`config.mk`:
```
export PLATFORM = sky130hd
export DESIGN_NAME = demux_1to2_stream
export DESIGN_NICKNAME = d
export VERILOG_FILES = /design/src/rtl/demux_pkg.sv /design/src/rtl/demux_fifo.sv /design/src/rtl/demux_1to2_stream.sv
export SDC_FILE = /design/constraint.sdc
export NUM_CORES = 1
export LEC_CHECK = 0
export BUFFER_PORTS_ARGS = -buffer_cell sky130_fd_sc_hd__buf_4
export CORE_MARGIN = 4
export CORE_UTILIZATION = 50
export DETAILED_ROUTE_END_ITERATION = 12
export GPL_ROUTABILITY_DRIVEN = 0
export GPL_TIMING_DRIVEN = 0
export PLACE_DENSITY = 0.85
export SLEW_MARGIN = 20
export SYNTH_ARGS = -nofsm -noshare
export SYNTH_HDL_FRONTEND = slang
export SYNTH_SLANG_ARGS = --single-unit
```
`constraint.sdc`:
```
create_clock -name clk -period 2.5 [get_ports clk]
set_input_delay 0.25 -clock clk [delete_from_list [all_inputs] [get_ports clk]]
set_output_delay 0.25 -clock clk [all_outputs]
set_load 0.005 [all_outputs]
```
`src/rtl/demux_pkg.sv`:
```
// Shared constants for the 1-to-2 stream demultiplexer: channel ids,
// steering modes, probe bus layout and the effective-target rule.
package demux_pkg;

  // Channel identifiers, used as the value of the effective target.
  localparam logic CH0 = 1'b0;
  localparam logic CH1 = 1'b1;

  // Steering modes: explicit steer by sel, or alternate on every accept.
  localparam logic MODE_SEL = 1'b0;
  localparam logic MODE_ALT = 1'b1;

  // Debug probe bus layout.
  localparam int PROBE_W      = 9;
  localparam int PRB_DATA0    = 0;  // in_data[0]
  localparam int PRB_SEL      = 1;  // sel
  localparam int PRB_TGT      = 2;  // effective target
  localparam int PRB_TGT_N    = 3;  // inverted effective target
  localparam int PRB_TOGGLE   = 4;  // auto-alternate toggle register
  localparam int PRB_FULL0    = 5;  // FIFO 0 full
  localparam int PRB_FULL1    = 6;  // FIFO 1 full
  localparam int PRB_ACCEPT0  = 7;  // word accepted into FIFO 0
  localparam int PRB_ACCEPT1  = 8;  // word accepted into FIFO 1

  // Effective steer target: the toggle in auto-alternate mode, sel otherwise.
  function automatic logic eff_target(input logic mode, input logic sel,
                                      input logic toggle);
    return (mode == MODE_ALT) ? toggle : sel;
  endfunction

endpackage

```
`src/rtl/demux_fifo.sv`:
```
// Small synchronous FIFO for one output channel of the demultiplexer.
// The head word is presented combinationally; a push while full and a pop
// while empty are ignored. Head data reads as zero whenever the FIFO is empty.
module demux_fifo
  import demux_pkg::*;
#(
  parameter int WIDTH = 1,
  parameter int DEPTH = 2
) (
  input  logic                       clk,
  input  logic                       rst,
  input  logic                       push,
  input  logic [WIDTH-1:0]           wdata,
  input  logic                       pop,
  output logic [WIDTH-1:0]           rdata,
  output logic                       full,
  output logic                       empty,
  output logic [$clog2(DEPTH):0]     count
);

  localparam int AW = (DEPTH > 1) ? $clog2(DEPTH) : 1;
  localparam int CW = $clog2(DEPTH) + 1;

  logic [WIDTH-1:0] mem [DEPTH];
  logic [AW-1:0]    wr_ptr;
  logic [AW-1:0]    rd_ptr;
  logic [CW-1:0]    count_q;
  logic             push_ok;
  logic             pop_ok;

  // Advance a pointer, wrapping modulo DEPTH.
  function automatic logic [AW-1:0] next_ptr(input logic [AW-1:0] p);
    return (p == AW'(DEPTH - 1)) ? '0 : p + AW'(1);
  endfunction

  assign full    = (count_q == CW'(DEPTH));
  assign empty   = (count_q == '0);
  assign count   = count_q;
  assign push_ok = push & ~full;
  assign pop_ok  = pop & ~empty;
  assign rdata   = empty ? '0 : mem[rd_ptr];

  // Pointer and occupancy registers; reset empties the FIFO.
  // NOTE: sequential state uses non-blocking assignments so every flop
  // samples the pre-edge values of the others, independent of block order.
  always_ff @(posedge clk or posedge rst) begin
    if (rst) begin
      wr_ptr  <= '0;
      rd_ptr  <= '0;
      count_q <= '0;
    end else begin
      if (push_ok) wr_ptr <= next_ptr(wr_ptr);
      if (pop_ok)  rd_ptr <= next_ptr(rd_ptr);
      unique case ({push_ok, pop_ok})
        2'b10:   count_q <= count_q + CW'(1);
        2'b01:   count_q <= count_q - CW'(1);
        default: count_q <= count_q;
      endcase
    end
  end

  // Storage array written on an accepted push.
  // NOTE: the array carries no reset; stale entries are unreachable because
  // the pointers and count are reset and rdata is forced to zero when empty.
  always_ff @(posedge clk) begin
    if (push_ok) mem[wr_ptr] <= wdata;
  end

endmodule

```
`src/rtl/demux_1to2_stream.sv`:
```
// Registered 1-to-2 stream demultiplexer. One input channel is steered to
// one of two buffered output channels, either by sel or by an alternating
// toggle. Each output has its own FIFO so a stalled consumer blocks only
// its own path. A 9-bit probe exposes the steering internals.
module demux_1to2_stream
  import demux_pkg::*;
#(
  parameter int WIDTH = 1,
  parameter int DEPTH = 2
) (
  input  logic               clk,
  input  logic               rst,
  input  logic [WIDTH-1:0]   in_data,
  input  logic               in_valid,
  output logic               in_ready,
  input  logic               sel,
  input  logic               mode,
  output logic [WIDTH-1:0]   out0_data,
  output logic               out0_valid,
  input  logic               out0_ready,
  output logic [WIDTH-1:0]   out1_data,
  output logic               out1_valid,
  input  logic               out1_ready,
  output logic [PROBE_W-1:0] probe
);

  logic               toggle;
  logic               tgt;
  logic               accept;
  logic               push0;
  logic               push1;
  logic               full0;
  logic               full1;
  logic               empty0;
  logic               empty1;
  logic [$clog2(DEPTH):0] count0;
  logic [$clog2(DEPTH):0] count1;

  // Steering, handshake and probe decode from the current inputs and state.
  // NOTE: every output of this block gets a default first, so no path can
  // leave a value unassigned and infer a latch.
  always_comb begin
    tgt      = eff_target(mode, sel, toggle);
    in_ready = 1'b0;
    push0    = 1'b0;
    push1    = 1'b0;
    probe    = '0;

    // A full target stalls the input even if that FIFO pops this cycle.
    in_ready = (tgt == CH1) ? ~full1 : ~full0;
    accept   = in_valid & in_ready;
    push0    = accept & (tgt == CH0);
    push1    = accept & (tgt == CH1);

    probe[PRB_DATA0]   = in_data[0];
    probe[PRB_SEL]     = sel;
    probe[PRB_TGT]     = tgt;
    probe[PRB_TGT_N]   = ~tgt;
    probe[PRB_TOGGLE]  = toggle;
    probe[PRB_FULL0]   = full0;
    probe[PRB_FULL1]   = full1;
    probe[PRB_ACCEPT0] = push0;
    probe[PRB_ACCEPT1] = push1;
  end

  // Alternation toggle: flips only on an accepted word in auto-alternate mode.
  always_ff @(posedge clk or posedge rst) begin
    if (rst) begin
      toggle <= 1'b0;
    end else if (accept && (mode == MODE_ALT)) begin
      toggle <= ~toggle;
    end
  end

  demux_fifo #(
    .WIDTH (WIDTH),
    .DEPTH (DEPTH)
  ) u_fifo0 (
    .clk   (clk),
    .rst   (rst),
    .push  (push0),
    .wdata (in_data),
    .pop   (out0_ready),
    .rdata (out0_data),
    .full  (full0),
    .empty (empty0),
    .count (count0)
  );

  demux_fifo #(
    .WIDTH (WIDTH),
    .DEPTH (DEPTH)
  ) u_fifo1 (
    .clk   (clk),
    .rst   (rst),
    .push  (push1),
    .wdata (in_data),
    .pop   (out1_ready),
    .rdata (out1_data),
    .full  (full1),
    .empty (empty1),
    .count (count1)
  );

  assign out0_valid = ~empty0;
  assign out1_valid = ~empty1;

  // Occupancy counts are not needed by the steering logic.
  logic unused_counts;
  assign unused_counts = ^{count0, count1};

endmodule

```
==> impl_metrics.yaml, run 1 <==
timing:
  fin_tns_setup_ns: 0
  rsz0062_at_grt: "no"
  whs_ns: 0.1933
  finalSetupViolations: 0
  period_share_pct: 68.76
  fin_crit_ns: 1.719
  hold_viol: 0
  drv_slew: 0
  fin_ws_ns: 0.7809
  relSlewSlack_pct: 77.21
  tightest_slew_ns: 0.3414
  fmax_mhz: 581.7
  fin_skew_ns: 0.001938
worst_setup_path:
  cp_slowest_stage_delay_ns: 0.43
  path_class: "flip-flop to output pin"
  crit_path_frequent_cell: "buf_4"
  end_kind: "output pin"
  worstPathCellList: "mux2i_2 > inv_2 > nand3_4 > inv_1 > buf_4 > buf_4"
  worstPathMaxFanout: 5
  critPathArrivalTime_ns: 1.47
  critPathLaunchType: "flip-flop"
  crit_required_ns: 2.25
  cp_slowest_cell: "dfrtp_1"
cells_and_area:
  num-nets-final: 103
  fillers: 108
  drive_gt1_share_pct: 39.13
  syn2layout_area_growth_pct: 30.25
  diodes: 0
power:
  p_per_area_nw_per_um2: 1157
  internal-power_w: 0.0006874
  power.static_leakage_nw: 0.4653
  seqPwrFrac_pct: 37.1
  pwr-share-clk_pct: 11.9
  ir_worst_vdd_uv: 760.2
  netSwitchingFraction_pct: 35.14
  total_power_w: 0.001060
  switching_power_w: 0.0003724
  pwr-share-comb_pct: 50.9
die:
  start_util_pct: 53.37
  die_area_um2: 2070
  pin_count: 22
  rows: 13
  coreArea_um2: 1318
  die_y_um: 45.50
  die_w_um: 45.50
drt:
  drtPass1Iterations: 4
  vias_per_cell: 4.692
  drt.antenna.violating_nets: 0
  drt_iter0_markers: 10
  drc: 0
  routed_wl_mm: 1.292
  wl_per_cell_um: 12.07
  vias: 502
clock_network:
  clockBufferDepth: 2
  cts_resized: 0
  cts_buffers: 3
  cts_max_level: 1
  cts.sinks: 13
  insertion_delay_ns: 0.27
  cts_tree: "yes"
  clock-root-buffer: "clkbuf_4"
  post-cts-setup-buffers: 0
  clk_pin_slew_ns: 0.08
synth:
  yosysTopAreaCellShare_pct: 32.03
  seq_area_frac_synth_pct: 49.11
  synth_cell_types: 18
  yosysWarnings: 0
  synthTopCellsByArea: "dfrtp_1 (32%), edfxtp_1 (17%), buf_4 (8.5%)"
  synth_area_per_cell_um2: 10.65
  syn_nets: 76
  syn_area_um2: 703.2
  syn-instance-count: 66
  synth_seq_cells: 13
  yosys.area.top_type: "dfrtp_1"
status:
  status: "finished clean"
global_routing:
  gr-usage-all-layers_pct: 16.13
  grt_pass1_vias: 513
  grt_max_degree: 10
  grt_pass1_wl_mm: 2.277
  grt_antenna_before_repair: 0
  grt_overflow_total: 0
placed_design:
  dp_slack_ns: 0.8879
  post-dp-hpwl_mm: 1.074
  port_buffers: 21
min_path:
  min-delay-path-class: "primary input to flip-flop"
run:
  drv_cap: 0
[power by group through the flow]
stage | logic (W) | clock network, W | registers [W]
2_1_floorplan | 0.000355 | 0 | 0.000380
6_report | 0.000540 | 0.000127 | 0.000393
5_1_grt | 0.000608 | 0.000146 | 0.000410
4_1_cts | 0.000552 | 0.000131 | 0.000394
3_3_place_gp | 0.000525 | 0 | 0.000390
3_5_place_dp | 0.000547 | 0 | 0.000398
[cells by family after synthesis]
logic type / count (synthesis) / share of synthesized area [%]
compound gates: 3 / 2.847
xor+xnor: 10 / 12.45
fa+ha+maj: 2 / 3.558
buf+inv: 18 / 13.88
flops: 13 / 49.11
mux: 3 / 4.804
simple gates: 17 / 13.35
[final timing paths]
| path | from | to | slack, ns | depth (start not counted) |
|---|---|---|---|---|
| worst max register to register | toggle | u_fifo0.count[1] | 0.89 | 5 |
| min in group asynchronous | rst | u_fifo0.wr_ptr | 0.49 | 3 |
| max in group asynchronous | rst | u_fifo1.count[0] | 1.76 | 3 |
| worst max-delay path | toggle | probe[8] | 0.78 | 6 |
| worst min register to register | u_fifo1.rd_ptr | u_fifo1.rd_ptr | 0.49 | 1 |
| worst min-delay path | in_data | u_fifo0.mem[0] | 0.19 | 1 |
[cell usage after synthesis]
master	n
mux2i_2	1
edfxtp_1	4
nand3_4	1
and2_1	2
inv_2	1
nand3_2	1
nor2_1	11
a41oi_1	1
a31oi_1	1
ha_1	2
dfrtp_1	9
mux2i_1	2
inv_1	9
xnor2_1	6
xor2_1	4
nand2b_1	2
buf_4	8
a21oi_1	1
[area by class of cell]
cell class	count	area, µm²	share of cell area (%)
sequential	13	345.3	37.70
multi-input combinational	35	260.3	28.42
timing repair buffer	22	167.7	18.31
buffer	8	60.06	6.557
inverter	10	37.54	4.098
clock buffer	4	26.28	2.869
tap	15	18.77	2.049
[flip-flops by register name, summed over array words and instances (netlist names)]
register	count
u_fifo0.count	2
u_fifo0.mem	2
u_fifo1.count	2
u_fifo1.mem	2
toggle	1
u_fifo0.rd_ptr	1
u_fifo0.wr_ptr	1
u_fifo1.rd_ptr	1
u_fifo1.wr_ptr	1
[layer usage]
layer  track usage [%]  vias to the layer above  routed length (µm)  share of wire (%)
met5                 0                        -                   0                  0
met4             10.53                        0                  12               0.93
met3             3.557                        2                  82                6.3
met2             28.69                       15                 743                 58
met1             16.62                      236                 453                 35
li1                  -                      249                   -                  -
[worst max-delay path, delay by kind of cell, from the launching register on]
kind	cells	cell delay, ns
DFF	1	0.43
and+or+nand+nor	1	0.11
buffers and inverters	4	0.39
muxes	1	0.26
[cell usage in the layout (no fill, tap or decap), drive strengths merged, types with 2 or more instances in the layout]
cell type	count
and2	2
buf	29
clkbuf	4
dfrtp	9
edfxtp	4
ha	2
inv	10
mux2i	3
nand2b	2
nand3	2
nor2	11
xnor2	6
xor2	4
[metrics by stage]
stage,util (%),area [µm²],instances
floorplan,-,703.2,66
global placement,66.76,879.6,102
detailed placement,66.76,879.6,102
CTS,69.52,915.9,107
global route,69.52,915.9,107
finish,69.52,915.9,107
[repair_timing]
action                     CTS  global route
setup endpoints to repair    0             0
hold endpoints to repair     9             0
hold buffers                 1             0
(Power assumes the default switching activity.)
==> run 2, diff against run 1 <==
ABC_AREA = 1   (was default)
CORE_UTILIZATION = 49   (was 50)
PLACE_DENSITY = 0.83   (was 0.85)
clock period = 1.7 ns   (was 2.5 ns; I/O delays follow)
==> impl_metrics.yaml, run 2 <==
cells_and_area:
  most-common-layout-cells: "buf_4 (32), inv_1 (18), nand2_1 (13), nor2_1 (8), dfrtp_1 (8)"
  final_common_cell: "buf_4"
  final_area_um2: 1040
  syn2layout_area_growth_pct: 33.17
  num-nets-final: 128
  diodes: 0
  drive_gt1_share_pct: 41.88
global_routing:
  grt_pass1_wl_mm: 2.194
  grt_max_degree: 10
  grt_pass1_vias: 555
  grt_overflow_total: 0
  grt_antenna_before_repair: 0
  gr-usage-all-layers_pct: 13.98
placed_design:
  post-dp-hpwl_mm: 1.136
  place_area_um2: 958.4
  port_buffers: 21
  dp_slack_ns: 0.1002
timing:
  finalSetupViolations: 0
  tightest_slew_ns: 0.3803
  relSlewSlack_pct: 74.62
  fmax_mhz: 645.6
  fin_crit_ns: 1.549
  period_share_pct: 91.11
  drv_slew: 0
  fin_tns_setup_ns: 0
  rsz0062_at_grt: "no"
  fin_skew_ns: 0.003776
  hold_viol: 0
  whs_ns: 0.1056
  fin_ws_ns: 0.1512
worst_setup_path:
  reg2reg_depth: 7
  worst-r2r-setup-slack_ns: 0.15
  critPathLaunchType: "flip-flop"
  crit_path_end: "u_fifo1.count[1]"
  crit_required_ns: 1.86
  r2r-end: "u_fifo1.count[1]"
  worstPathMaxFanout: 5
  path_class: "flip-flop to flip-flop"
  crit_start: "toggle"
  r2r_start: "toggle"
  end_kind: "flip-flop"
  critPathArrivalTime_ns: 1.71
status:
  status: "finished clean"
synth:
  syn-instance-count: 88
  synth_cell_types: 18
  syn_nets: 98
  yosys.area.top_type: "dfrtp_1"
  synth_seq_cells: 13
  synth-async-reset-ratio_pct: 69.23
  syn_area_um2: 780.7
  yosysTopAreaCellShare_pct: 28.85
  seq_area_frac_synth_pct: 44.23
  yosysWarnings: 0
  synth_edf_count: 4
  yosysMostFrequentCell: "inv_1"
  yosys-top-cells-count: "inv_1 (18), nand2_1 (13), dfrtp_1 (9)"
  synth_area_per_cell_um2: 8.872
  synth_ff_type: "dfrtp_1"
  synthTopCellsByArea: "dfrtp_1 (29%), edfxtp_1 (15%), inv_1 (8.7%)"
clock_network:
  cts_buffers: 3
  cts.sinks: 13
  cts_tree: "yes"
  clock-root-buffer: "clkbuf_4"
  cts_max_level: 1
  clk_pin_slew_ns: 0.08
  insertion_delay_ns: 0.27
  clockBufferDepth: 2
power:
  p_per_area_nw_per_um2: 1633
  total_power_w: 0.001698
  power.static_leakage_nw: 0.5678
  ir_worst_vdd_uv: 789.2
drt:
  drt.antenna.violating_nets: 0
  vias_per_cell: 4.526
  routed_wl_mm: 1.418
  drtPass1Iterations: 4
  drt_iter0_markers: 7
  drc: 0
  vias: 602
  wl_per_cell_um: 10.66
die:
  die_w_um: 47.92
  rows: 14
  start_util_pct: 51.83
  die_area_um2: 2296
  die_y_um: 47.92
  pin_count: 22
  coreArea_um2: 1506
min_path:
  min-delay-path-class: "primary input to flip-flop"
run:
  drv_cap: 0
run 2: changes by cell type after synthesis, sizes merged, moves of 2 or more:
cell    previous run  this run
mux2i              3         0
o21ai              0         4
xnor2              6         2
nand2              0        18
inv               10        20
nor2              11         9
nand2b             2         0
nand3              2         5
and2               2         0
run 2: final cells by class:
cell class	instances	area [µm²]
timing repair buffer	25	190.2
buffer	8	60.06
tap	16	20.02
inverter	20	75.07
sequential	13	346.6
multi-input combinational	47	321.6
fill	117	466.7
clock buffer	4	26.28
run 2: worst min-delay path by stage:
stage	startpoint	slack, ns	cells past startpoint	endpoint
after floorplan	rst	-0.002	1	toggle
after global placement	rst	0.17	2	u_fifo1.wr_ptr
after detailed placement	rst	0.18	2	u_fifo1.wr_ptr
after CTS	in_data	0.10	1	u_fifo1.mem[1]
after global routing	in_data	0.10	1	u_fifo1.mem[1]
final	in_data	0.11	1	u_fifo1.mem[1]
run 2: per-stage QoR:
stage	std cells	util, %
floorplan	88	-
global placement	125	63.62
detailed placement	125	63.62
CTS	130	66.03
global route	133	69.02
finish	133	69.02
run 2: worst max-delay path, cell delays in order, from the launching register on:
cell and delay [ns]:
dfrtp_1 0.41, nand2_2 0.13, nand2_4 0.12, nand3_4 0.10, ha_1 0.32, a21oi_1 0.12, o21ai_1 0.09, xor2_1 0.14
run 2: layer usage:
metal,global-route usage (%),vias up,wire [µm]
met2,23.22,17,720
met4,8.065,0,20
met5,0,-,0
met1,16.94,268,576
li1,-,313,-
met3,2.256,4,100
run 2: where the power goes:
| part | internal [W] | switching, W | leakage (nW) |
|---|---|---|---|
| Sequential | 0.000457 | 0.0000863 | 0.141 |
| Clock | 0.0000909 | 0.000101 | 0.0150 |
| Combinational | 0.000508 | 0.000455 | 0.411 |
| Total | 0.00106 | 0.000643 | 0.568 |
run 2: cells by family (layout without fill, tap and decap cells):
logic type,after synthesis,count (layout),synth area share (%)
AND/OR/NAND/NOR,32,32,22.59
buffers and inverters,28,57,17.31
flip-flops,13,13,44.23
XOR/XNOR,7,7,8.815
AO/OA/AOI/OAI,6,6,3.846
adder cells (fa/ha/maj),2,2,3.205
run 2: repair_timing:
action | 4_1_cts | 5_1_grt
setup buffers | 0 | 3
endpoints found under the hold margin | 9 | 0
setup endpoints to repair | 0 | 2
gates resized for setup | 0 | 6
hold buffers | 1 | 0
